<file path="config.mk">
export PLATFORM = sky130hd
export DESIGN_NAME = nine_seg_dice_roller
export DESIGN_NICKNAME = d
export VERILOG_FILES = /design/src/rtl/nine_seg_pkg.sv /design/src/rtl/nine_seg_face_decode.sv /design/src/rtl/nine_seg_dice_roller.sv
export SDC_FILE = /design/constraint.sdc
export NUM_CORES = 1
export LEC_CHECK = 0
export ABC_AREA = 1
export CORE_ASPECT_RATIO = 1.25
export CORE_UTILIZATION = 58
export DETAILED_ROUTE_END_ITERATION = 10
export GPL_TIMING_DRIVEN = 0
export PLACE_DENSITY_LB_ADDON = 0.2
export SYNTH_ARGS = -nofsm -noshare
export SYNTH_HDL_FRONTEND = slang
export SYNTH_SLANG_ARGS = --single-unit
</file>
<file path="constraint.sdc">
create_clock -name clk -period 2.3 [get_ports clk]
set_input_delay 0.46 -clock clk [delete_from_list [all_inputs] [get_ports clk]]
set_output_delay 0.46 -clock clk [all_outputs]
set_load 0.05 [all_outputs]
</file>
<file path="src/rtl/nine_seg_pkg.sv">
// Shared types, pip table and face-advance helper for the nine-segment dice roller.
package nine_seg_pkg;

    typedef logic [8:0] seg_t;
    typedef logic [2:0] face_t;

    typedef enum logic {IDLE, ROLL} state_t;

    // Columns left/mid/right, each top/mid/bottom, MSB first.
    localparam seg_t FACE_SEG [0:7] = '{
        9'b000000000, 9'b000010000, 9'b100000001, 9'b100010001,
        9'b101000101, 9'b101010101, 9'b111000111, 9'b111010111
    };

    // Advance a face by 1..4 with wrap; a blank face lands in 1..4.
    function automatic face_t face_step(input face_t f, input logic [1:0] r, input int max_face);
        logic [3:0] s;
        s = {1'b0, f} + 4'd1 + {2'b00, r};
        if (s > 4'(max_face))
            s = s - 4'(max_face);
        return s[2:0];
    endfunction

endpackage

</file>
<file path="src/rtl/nine_seg_face_decode.sv">
// Face value to nine-segment pip pattern, purely combinational.
module nine_seg_face_decode
    import nine_seg_pkg::*;
(
    input  logic [2:0] face,
    output logic [8:0] seg
);

    assign seg = FACE_SEG[face];

endmodule

</file>
<file path="src/rtl/nine_seg_dice_roller.sv">
// Multi-die roller: edge-triggered decelerating animation driven by a free-running LFSR.
module nine_seg_dice_roller
    import nine_seg_pkg::*;
#(
    parameter int          NUM_DICE   = 2,
    parameter int          MAX_FACE   = 6,
    parameter int          TICK_DIV   = 50000,
    parameter int          ROLL_STEPS = 12,
    parameter logic [15:0] SEED       = 16'hACE1
) (
    input  logic                    clk,
    input  logic                    reset,
    input  logic                    roll_i,
    input  logic                    clear_i,
    output logic                    busy_o,
    output logic                    done_o,
    output logic [3*NUM_DICE-1:0]   face_o,
    output logic [9*NUM_DICE-1:0]   seg_o
);

    localparam int CW = $clog2(TICK_DIV*ROLL_STEPS + 1);
    localparam int SW = $clog2(ROLL_STEPS + 1);

    state_t                 state, state_nx;
    logic [15:0]            lfsr;
    logic                   roll_q;
    logic [CW-1:0]          tick, reload;
    logic [SW-1:0]          step;
    face_t [NUM_DICE-1:0]   faces, faces_nx;
    logic                   start, step_end, last_step;

    assign start     = roll_i & ~roll_q;
    assign step_end  = (tick == reload - CW'(1));
    assign last_step = (step == SW'(ROLL_STEPS-1));

    // LFSR and edge register run in every state so a held button never retriggers.
    always_ff @(posedge clk) begin
        if (reset) begin
            lfsr   <= SEED;
            roll_q <= 1'b0;
        end else begin
            lfsr   <= {lfsr[14:0], lfsr[15] ^ lfsr[13] ^ lfsr[12] ^ lfsr[10]};
            roll_q <= roll_i;
        end
    end

    always_ff @(posedge clk) begin
        if (reset) begin
            state  <= IDLE;
            faces  <= '0;
            tick   <= '0;
            step   <= '0;
            reload <= '0;
        end else begin
            state <= state_nx;
            faces <= faces_nx;
            // Each step lasts one TICK_DIV longer than the previous one.
            if (state == IDLE) begin
                tick   <= '0;
                step   <= '0;
                reload <= CW'(TICK_DIV);
            end else if (step_end) begin
                tick   <= '0;
                step   <= step + SW'(1);
                reload <= reload + CW'(TICK_DIV);
            end else begin
                tick   <= tick + CW'(1);
            end
        end
    end

    always_comb begin
        state_nx = state;
        faces_nx = faces;
        busy_o   = 1'b0;
        done_o   = 1'b0;
        case (state)
            IDLE: begin
                if (start)
                    state_nx = ROLL;
                else if (clear_i)
                    faces_nx = '0;
            end
            ROLL: begin
                busy_o = 1'b1;
                if (step_end) begin
                    for (int i = 0; i < NUM_DICE; i++)
                        faces_nx[i] = face_step(faces[i], lfsr[2*i +: 2], MAX_FACE);
                    if (last_step) begin
                        done_o   = ~reset;
                        state_nx = IDLE;
                    end
                end
            end
            default: state_nx = IDLE;
        endcase
    end

    assign face_o = faces;

    for (genvar g = 0; g < NUM_DICE; g++) begin : g_die
        nine_seg_face_decode u_dec (
            .face (faces[g]),
            .seg  (seg_o[9*g +: 9])
        );
    end

endmodule

</file>
==> results of run 1 <==
==> Yosys cell counts (3+ instances only) <==
library cell	n	area [um^2]
nand2_1	151	567
inv_1	96	360
nor2_1	90	338
dfxtp_1	64	1280
nand3_1	48	240
a21oi_1	25	125
xor2_1	17	149
buf_4	16	120
o21ai_0	15	75.1
nand4_1	11	68.8
or2_2	9	56.3
ha_1	8	100
nor2_2	8	50.1
nor3_1	8	40.0
clkbuf_1	7	26.3
nand2_2	5	31.3
nor2_4	4	45.0
nor3b_1	4	30.0
xnor2_1	4	35.0
inv_2	3	11.3
==> logic make-up (layout without fill, tap and decap cells) <==
kind of cell	count (synthesis)	count (layout)
and+or+nand+nor	345	346
buffers and inverters	125	189
DFF	64	64
AOI/OAI and AO/OA	46	46
xor gates and xnor gates	21	21
adders and majority gates	10	10
other	1	4
==> path summary, 6_finish.rpt <==
kind	cells after the start	slack, ps	from	end
max	13	-560	reload[10]	done_o
min	2	410	lfsr[7]	lfsr[8]
max reg2reg	17	60	reload[10]	face_o[1]
min reg2reg	2	410	lfsr[7]	lfsr[8]
==> what timing repair did <==
item,4_1_cts,5_1_grt
endpoints found under the setup margin,40,50
cloned,0,2
pin swaps,15,20
setup buffers,20,13
gates resized for setup,39,56
==> stage by stage <==
step	power [mW]	utilization, %	area, um^2
6_report	2.52	76.2	5000
5_1_grt	2.62	76.2	5000
4_1_cts	2.47	72.7	4770
3_5_place_dp	1.57	66.3	4350
3_3_place_gp	1.56	66.3	4350
2_1_floorplan	1.49	-	4000
==> per-layer routing <==
| layer | vias to the layer above | wire length, um | GRT usage (%) |
|---|---|---|---|
| met4 | 0 | 517 | 18.5 |
| met2 | 139 | 5580 | 56.0 |
| met1 | 1883 | 4150 | 33.3 |
| met3 | 42 | 435 | 3.86 |
| li1 | 2008 | - | - |
| met5 | - | 0 | 0 |
==> power by group through the flow <==
stage	registers (mW)	logic [mW]	clock network, mW
global route	1.18	0.485	0.960
detailed placement	1.19	0.376	0
CTS	1.17	0.394	0.905
floorplan	1.20	0.285	0
finish	1.17	0.442	0.903
global placement	1.19	0.366	0
==> flip-flops by register name, indices dropped and copies added (netlist names) <==
name / cells
reload: 16
roll_q: 1
lfsr: 16
tick: 20
state: 1
step: 4
face_o: 6
==> critical path, stage by stage (launching register included) <==
cell and delay, ps:
dfxtp_1 310, buf_4 170, nor2_4 150, nand2_2 100, nor2_4 130, nand3_1 100, nand2_1 110, inv_1 60
nor2_2 150, nand3_2 110, nor2_4 150, nand4_1 190, nor2_4 140, buf_6 170
==> layout make-up <==
type                    count  share of cell area [%]
repair buffers             49                    9.33
flip-flops and latches     64                    25.9
plain buffers              25                    3.48
clock buffers               9                    2.48
multi-input cells         427                    48.1
well taps                  87                    2.18
clock inverters             7                    1.10
inverters                  99                    7.48
==> flow_summary.toml, run 1 <==
[clocking]
h-tree-depth = 3
cts_tree = "yes"
clockRootBuffer = "clkbuf_8"
cts-hold-fix-buffers = 0
clkLatencyLatePin_ps = 350
clockBufferDepth = 2
cts_sinks = 64
cts.clk_slew.worst_paths_ps = 80
cts_made_buffers = 9

[final_layout]
n_fill_cell = 491
drive_gt1_share_pct = 22.2
multiInputGateArea_mm2 = 0.00241
syn_to_final_growth_pct = 27.1
final_common_cell = "nand2_1"
seq_area_mm2 = 0.00129
n_antenna_cell = 0
nNetsFinal = 689
fin_cells = 767
final_cell_mix = "136 x nand2_1, 92 x inv_1, 73 x nor2_1"

[timing]
rsz0062_at_grt = "true"
hold_slack_ps = 409
maxSlewViolCount = 0
period_needed_ps = 2860
worst_slack_ps = -555
max_slew.worst_pin.slew_ps = 521
setup_viol = 1
slew_headroom_pct = 65.2
skew_ps = 14.3
hold_violations = 0
setup-tns-final_ps = -555
fmax_ghz = 0.350
period_share_pct = 124

[setup_path]
crit_fanout = 9
start_kind = "flip-flop"
cp.arrival_ps = 2400
critPathRequiredTime_ps = 1840
timing_worst_setup_path_type = "reg -> out"
end_kind = "output pin"

[flow_run]
cap_violations = 0

[detailed_routing]
ant_nets = 0
vias = 4072
viasPerCell = 5.31
drc_errors = 0
routed_wl_um = 10700
wl_per_cell_um = 13.9
drtIter0Drc = 297
drt_pass1_iterations = 5

[floorplan]
rows = 33
die_y_um = 94.1
ioPinCount = 30
die_x_um = 75.7
initial_core_util_pct = 60.0
fp.coreArea_mm2 = 0.00657
die_area_mm2 = 0.00712

[placed_design]
io_buffers = 24
dp.cells = 726
dp_hpwl_um = 7070
gp_congestion = 0.878
dp_slack_ps = -1220

[logic_synthesis]
synth-compound-area-share_pct = 6.04
netlist_instances = 612
avgSynthCellArea_um2 = 6.43
synthAdderAreaFrac_pct = 3.56
synth-xor-area-share_pct = 4.67
synth_simple_gate_area_share_pct = 39.4
synth_top_family_by_area = "simple AND/OR/NAND/NOR gates"
netlist-cell-type-count = 35
synth-seq-cells = 64
synth_mux_area_share_pct = 0
yosysWarnings = 0
synthesis.area_mm2 = 0.00394
synth_flop_cell = "dfxtp_1"
synth_edf_count = 0
yosysSeqAreaShare_pct = 32.5
async_flop_share_pct = 0

[grt]
grt_usage_pct = 31.0
grt-ovfl-total = 0
grt_pass1_wl_um = 16900
grt_max_degree = 14
antenna_found_initial = 0
grt_pass1_vias = 3935

[power_and_ir_drop]
power.switching_mw = 0.821
comb_power_share_pct = 17.6
p_per_area_mw_per_mm2 = 503
switching_share_pct = 32.6
ir_drop_mv = 0.417
pwr-share-seq_pct = 46.6
p_int_mw = 1.70
p_leak_nw = 2.35
clock_power_share_pct = 35.9

[status]
violations = "setup timing"
outcome = "complete, but fails checks"

[hold_path]
hp-class = "reg -> reg"
(Power assumes the default switching activity.)
==> run 2: changes to the inputs <==
- SKIP_LAST_GASP: not set -> 1
==> run 2 against run 1 <==
  * Largest power group unchanged
  * Combinational power grew 2%
  * Clock power is 0.4% lower
  * Total power rose by 0.24%
  * Setup slack worse by 210 ps
  * Register-to-register slack worse by 190 ps
  * Sequential power hardly changed
  * The run still ends with setup timing left
==> flow_summary.toml, run 2 (synthesized netlist as in run 1, its figures left out) <==
[placed_design]
dp_hpwl_um = 7070
placed_area_mm2 = 0.00435
gp_congestion = 0.878
dp.cells = 726
io_buffers = 24

[setup_path]
r2r_slack_ps = -130
reg2reg_to = "face_o[4]"
cp-endpoint = "done_o"
worst-r2r-cell-count = 18
start_kind = "flip-flop"
r2r-start = "reload[4]"
cpMaxStageDelayCell = "dfxtp_1"
slowest_delay_ps = 320
cp_top_family = "simple AND/OR/NAND/NOR gates"
critPathRequiredTime_ps = 1840
cp_num_buf_inv = 3
cp.depth = 12
cp.arrival_ps = 2610
crit_fanout = 9
timing_worst_setup_path_type = "reg -> out"
crit_chain = "buf_4 -> inv_1 -> nor2_1 -> o21ai_0 -> nand2_1 -> nand2_1 -> nor2_2 -> nand4_1 -> nor2_4 -> nand4_1 -> nor2_4 -> buf_8"
end_kind = "output pin"
startpoint = "reload[10]"

[detailed_routing]
vias = 4147
drtIter0Drc = 346
drt_pass1_iterations = 6
ant_nets = 0
drc_errors = 0
viasPerCell = 5.40
wl_per_cell_um = 14.4
routed_wl_um = 11100

[power_and_ir_drop]
p_leak_nw = 2.37
p_per_area_mw_per_mm2 = 497
ir_drop_mv = 0.377

[timing]
skew_ps = 12.2
hold_slack_ps = 409
period_share_pct = 133
maxSlewViolCount = 0
fmax_ghz = 0.326
setup_viol = 20
rsz0062_at_grt = "true"
max_slew.worst_pin.slew_ps = 511
worst_slack_ps = -769
slew_headroom_pct = 65.8
setup-tns-final_ps = -2050
hold_violations = 0
period_needed_ps = 3070

[floorplan]
ioPinCount = 30
die_y_um = 94.1
die_x_um = 75.7
die_area_mm2 = 0.00712
rows = 33
initial_core_util_pct = 60.0
fp.coreArea_mm2 = 0.00657

[clocking]
clockRootBuffer = "clkbuf_8"
h-tree-depth = 3
cts_sinks = 64
clkLatencyLatePin_ps = 350
clockBufferDepth = 2
cts_tree = "yes"
cts_made_buffers = 9
cts-hold-fix-buffers = 0
cts.clk_slew.worst_paths_ps = 80

[final_layout]
n_antenna_cell = 0
nNetsFinal = 690
multiInputGateArea_mm2 = 0.00246
final_common_cell = "nand2_1"
syn_to_final_growth_pct = 29.0
n_fill_cell = 467
fin_cells = 768
postLayoutCellArea_mm2 = 0.00508
regMostFlops = "tick"
drive_gt1_share_pct = 23.9
largest_reg_flops = 20
reg_top3 = "tick x20, lfsr x16, reload x16"
final_cell_mix = "139 x nand2_1, 94 x inv_1, 70 x nor2_1"
fin_util_pct = 77.3
seq_area_mm2 = 0.00129

[grt]
grt_pass1_vias = 3926
grt_usage_pct = 30.7
grt_max_degree = 14
grt-ovfl-total = 0
grt_pass1_wl_um = 16800
antenna_found_initial = 0

[status]
violations = "setup timing"
outcome = "complete, but fails checks"

[flow_run]
cap_violations = 0

[hold_path]
hp-class = "reg -> reg"
run 2: report_power, final:
part | switching (mW) | total, mW | internal (mW)
registers | 0.0307 | 1.17 | 1.14
clock network | 0.498 | 0.899 | 0.402
logic | 0.296 | 0.452 | 0.156
run 2: timing repair:
action	CTS	global route
setup buffers	20	13
setup endpoints to repair	40	50
gates cloned	0	2
gates resized for setup	35	72
pin swaps	15	31
run 2: cell type report:
cell class	count	area share, %
flip-flops and latches	64	25.5
multi-input cells	427	48.4
clock buffers	9	2.44
inverters	99	7.37
clock inverters	7	1.08
repair buffers	50	9.66
plain buffers	25	3.43
well taps	87	2.14
run 2: worst min-delay path: stages, from the launching register on:
cell     delay (ps)
dfxtp_1         310
inv_1            40
nor2_1           30
run 2: stage by stage:
stage	setup WS (ps)	total power, mW
finish	-769	2.52
global route	-887	2.63
CTS	-617	2.47
detailed placement	-1220	1.57
global placement	-1170	1.56
floorplan	-58.9	1.49
run 2: worst min path at each step:
stage / start / to / slack [ps] / cells after the start
6_report: lfsr[7] / lfsr[8] / 410 / 2
3_3_place_gp: lfsr[11] / lfsr[12] / 390 / 2
2_1_floorplan: lfsr[11] / lfsr[12] / 390 / 2
3_5_place_dp: lfsr[5] / lfsr[6] / 400 / 1
4_1_cts: lfsr[7] / lfsr[8] / 410 / 2
5_1_grt: lfsr[14] / lfsr[15] / 430 / 1
run 2: layer usage:
metal	vias to the layer above	track usage [%]	wire length, um
met3	56	3.97	534
met5	-	0	0
met1	1894	33.2	4150
met4	0	19.1	606
met2	193	54.8	5760
li1	2004	-	-
